--- config.mk ---
export PLATFORM = sky130hd
export DESIGN_NAME = song_reader
export DESIGN_NICKNAME = d
export VERILOG_FILES = /design/src/rtl/song_reader.sv
export SDC_FILE = /design/constraint.sdc
export NUM_CORES = 1
export LEC_CHECK = 0
export CORE_UTILIZATION = 39
export CTS_BUF_LIST = sky130_fd_sc_hd__clkbuf_4
export CTS_CLUSTER_SIZE = 40
export DETAILED_ROUTE_END_ITERATION = 10
export PLACE_DENSITY = 0.72
export RECOVER_POWER = 25
export SLEW_MARGIN = 25
export SYNTH_ARGS = -nofsm -noshare
export SYNTH_HDL_FRONTEND = slang
export SYNTH_SLANG_ARGS = --single-unit
--- constraint.sdc ---
create_clock -name clk -period 5.1 [get_ports clk]
set_clock_uncertainty 0.2 [all_clocks]
set_input_delay 1.02 -clock clk [delete_from_list [all_inputs] [get_ports clk]]
set_output_delay 1.02 -clock clk [all_outputs]
set_load 0.01 [all_outputs]
--- src/rtl/song_reader.sv ---
// ============================================================================
// Module      : song_reader
// Description : Walks the selected song's note ROM, one note per note_done,
//               strobing each note to the note player and flagging song end.
// Revision    : 1.0
// ============================================================================
`default_nettype none

module song_reader #(
    parameter int NOTE_W = 6,
    parameter int DUR_W  = 6,
    parameter int IDX_W  = 5
) (
    input  logic                    clk,
    input  logic                    reset_n,
    input  logic                    play,
    input  logic                    reset_player,
    input  logic [1:0]              song,
    output logic [IDX_W+1:0]        rom_addr,
    input  logic [NOTE_W+DUR_W-1:0] rom_data,
    input  logic                    note_done,
    output logic                    new_note,
    output logic [NOTE_W-1:0]       note,
    output logic [DUR_W-1:0]        duration,
    output logic                    song_done
);

    localparam logic [2:0] c_idle  = 3'd0;
    localparam logic [2:0] c_fetch = 3'd1;
    localparam logic [2:0] c_latch = 3'd2;
    localparam logic [2:0] c_play  = 3'd3;
    localparam logic [2:0] c_done  = 3'd4;

    localparam logic [IDX_W-1:0] c_last_idx = {IDX_W{1'b1}};
    localparam logic [IDX_W-1:0] c_idx_one  = IDX_W'(1);

    logic [2:0]        r_state;
    logic [2:0]        w_state;
    logic [IDX_W-1:0]  r_index;
    logic [IDX_W-1:0]  w_index;
    logic [NOTE_W-1:0] r_note;
    logic [NOTE_W-1:0] w_note;
    logic [DUR_W-1:0]  r_duration;
    logic [DUR_W-1:0]  w_duration;
    logic              r_new_note;
    logic              w_new_note;
    logic              w_end_marker;

    assign w_end_marker = (rom_data == '0);

    // State and datapath registers
    always_ff @(posedge clk or negedge reset_n) begin
        if (!reset_n) begin
            r_state    <= c_idle;
            r_index    <= '0;
            r_note     <= '0;
            r_duration <= '0;
            r_new_note <= 1'b0;
        end else begin
            r_state    <= w_state;
            r_index    <= w_index;
            r_note     <= w_note;
            r_duration <= w_duration;
            r_new_note <= w_new_note;
        end
    end

    // Next-state logic; reset_player overrides every transition
    always_comb begin
        w_state = r_state;
        if (reset_player) begin
            w_state = c_idle;
        end else begin
            case (r_state)
                c_idle:  w_state = play ? c_fetch : c_idle;
                c_fetch: w_state = c_latch;
                c_latch: w_state = w_end_marker ? c_done : c_play;
                c_play: begin
                    if (note_done) begin
                        if (r_index == c_last_idx) begin
                            w_state = c_done;
                        end else begin
                            w_state = play ? c_fetch : c_idle;
                        end
                    end
                end
                c_done:  w_state = c_idle;
                default: w_state = c_idle;
            endcase
        end
    end

    // Datapath next values; index only wraps through DONE, never by overflow
    always_comb begin
        w_index    = r_index;
        w_note     = r_note;
        w_duration = r_duration;
        w_new_note = 1'b0;
        if (reset_player) begin
            w_index    = '0;
            w_note     = '0;
            w_duration = '0;
        end else begin
            case (r_state)
                c_latch: begin
                    if (!w_end_marker) begin
                        w_note     = rom_data[NOTE_W+DUR_W-1:DUR_W];
                        w_duration = rom_data[DUR_W-1:0];
                        w_new_note = 1'b1;
                    end
                end
                c_play: begin
                    if (note_done && (r_index != c_last_idx)) begin
                        w_index = r_index + c_idx_one;
                    end
                end
                c_done:  w_index = '0;
                default: ;
            endcase
        end
    end

    assign rom_addr  = {song, r_index};
    assign new_note  = r_new_note;
    assign note      = r_note;
    assign duration  = r_duration;
    assign song_done = (r_state == c_done);

endmodule

`default_nettype wire

==> results.toml <==
[timing]
rsz0062_at_grt = "false"
slew_headroom_pct = 25.7
final.setup.worst_slack_ns = 1.99
setup_viol_count_final = 0
hold_viol = 0
period_share_pct = 60.9
min_period_ns = 3.11
whs_ns = 0.381
worst_slew_pin_slew_ns = 1.11
final.setup.tns_ns = 0
slew_violations = 0
fmax_ghz = 0.322

[drt]
drt_pass1_iterations = 3
detail-route-antenna-nets = 0
drc_errors = 0
drt-initial-drc-count = 9
via_count = 941
avgViaCountPerCell = 5.50
wl_microns = 2470
wl_per_cell_microns = 14.4

[final_layout]
post-route-util_pct = 57.4
fill_cells = 237
final_nets = 163
layout-drive-gt1-share_pct = 7.80
syn2layout_area_growth_pct = 34.3
antenna_cells = 0

[setup_path]
cp_max_fo = 8
crit_required_ns = 3.88
endpoint_kind = "primary output"
critical_path_arrival_ns = 1.89
cp-start-kind = "flip-flop"
critPathKind = "reg2out"

[clocking]
cts.clk_slew.worst_paths_ns = 0.12
clock_sinks = 21
cts_hold_buf = 0
htree_levels = 1
cts_resized = 0
clkLatencyLatePin_ns = 0.30
cts_root_buffer = "clkbuf_4"
cts_tree = "done"
numCtsBuffers = 3
cts_buffer_depth = 2
cts_setup_buffers = 0

[logic_synthesis]
yosys.area.top_type = "dfrtp_1"
yosysWarnings = 0
ys_ff_latch = 21
synth_common_cells = "dfrtp_1, a21oi_1, inv_1, a211oi_1"
synth_flop_cell = "dfrtp_1"
synth_area_per_cell_sq_um = 10.1
synth_most_common_cell = "dfrtp_1"
syn-instance-count = 108
yosysSeqAreaShare_pct = 48.3
synth_area_leaders = "dfrtp_1, a21oi_1, a211oi_1, inv_1, nor4_2"
synth_fp_nets = 129
async_flop_share_pct = 100
synth_edf_count = 0
synthesis.area_sq_um = 1090
synth_cell_type_count = 30
synth_top_area_share_pct = 48.3

[place]
port_buffers = 35
hpwl_microns = 1860
place_congestion = 0.755
dpl_worst_slack_ns = 2.20

[power_and_ir_drop]
peakVddDrop_mv = 0.124
power_uw = 348
power_density_nw_per_um2 = 238
leakage_uw = 0.000631

[die]
io_pins = 40
initial_core_util_pct = 42.7
die_x_microns = 54.8
fp-row-count = 18
core_area_sq_um = 2540
dieHeight_microns = 54.8
dieArea_sq_um = 3000

[global_routing]
grt_use_total_pct = 18.8
grt_start_max_net_pins = 22
grt_pass1_vias = 888
grt-ovfl-total = 0
grt_first_pass_wirelength_microns = 4050
antenna_found_initial = 0

[min_path]
hold_class = "reg2reg"

[status]
status = "complete, no violations"

[flow_run]
cap_violations = 0
[area by class of cell]
cell class / count / area (sq um) / share of cell area [%]
clock buffers: 4 / 30.0 / 2.06
inverters: 16 / 60.1 / 4.11
multi-input cells: 65 / 463 / 31.7
flip-flops and latches: 21 / 526 / 36.0
well taps: 30 / 37.5 / 2.57
repair buffers: 35 / 344 / 23.6
[cell usage in the layout (no fill, tap or decap), types with 2 or more instances in the layout]
cell type / instances
clkbuf_4: 4
a211oi_1: 12
nor4_2: 3
nand2_1: 4
a21oi_1: 18
ha_1: 2
dfrtp_1: 21
inv_1: 16
o31ai_1: 2
clkdlybuf4s50_1: 34
or4_1: 2
nand3_1: 4
o21ai_0: 3
[flip-flops by register name, indices dropped and copies added, names as in the netlist]
signal	count
duration	6
note	6
r_index	5
r_state	3
new_note	1
[critical path, stage by stage, from the launching register on]
cell and delay (ns):
dfrtp_1 0.49, or3b_2 0.51, inv_1 0.07, clkdlybuf4s50_1 0.53
[cell families after synthesis]
| logic type | synth area share (%) |
|---|---|
| flops | 48.3 |
| compound gates | 23.8 |
| fa+ha+maj | 2.30 |
| simple gates | 16.5 |
| buf+inv | 9.09 |
[report_power, final]
group	internal, uW	switching, uW
sequential	176	9.35
clock	35.8	50.6
combinational	38.1	37.4
total	250	97.4
[stage by stage]
step           instances  area [sq um]
2_1_floorplan        108          1090
3_3_place_gp         167          1440
3_5_place_dp         167          1440
4_1_cts              171          1470
5_1_grt              171          1460
6_report             171          1460
[layer usage]
layer	GRT usage (%)	share of wire [%]	vias to the layer above
li1	-	-	455
met1	24.1	44	460
met2	32.3	50	26
met3	3.61	5.2	0
met4	3.85	0	0
met5	0	0	-
[worst paths after layout]
path	from	endpoint	slack, ns	depth (start not counted)
min	r_index[4]	r_index[4]	0.38	2
min reg2reg	r_index[4]	r_index[4]	0.38	2
max	r_state[0]	song_done	1.99	3
min in group asynchronous	reset_n	new_note	0.69	1
max reg2reg	r_index[0]	r_index[2]	2.98	5
max in group asynchronous	reset_n	duration[5]	3.34	1
No activity file was read; power rests on OpenSTA's default activity.
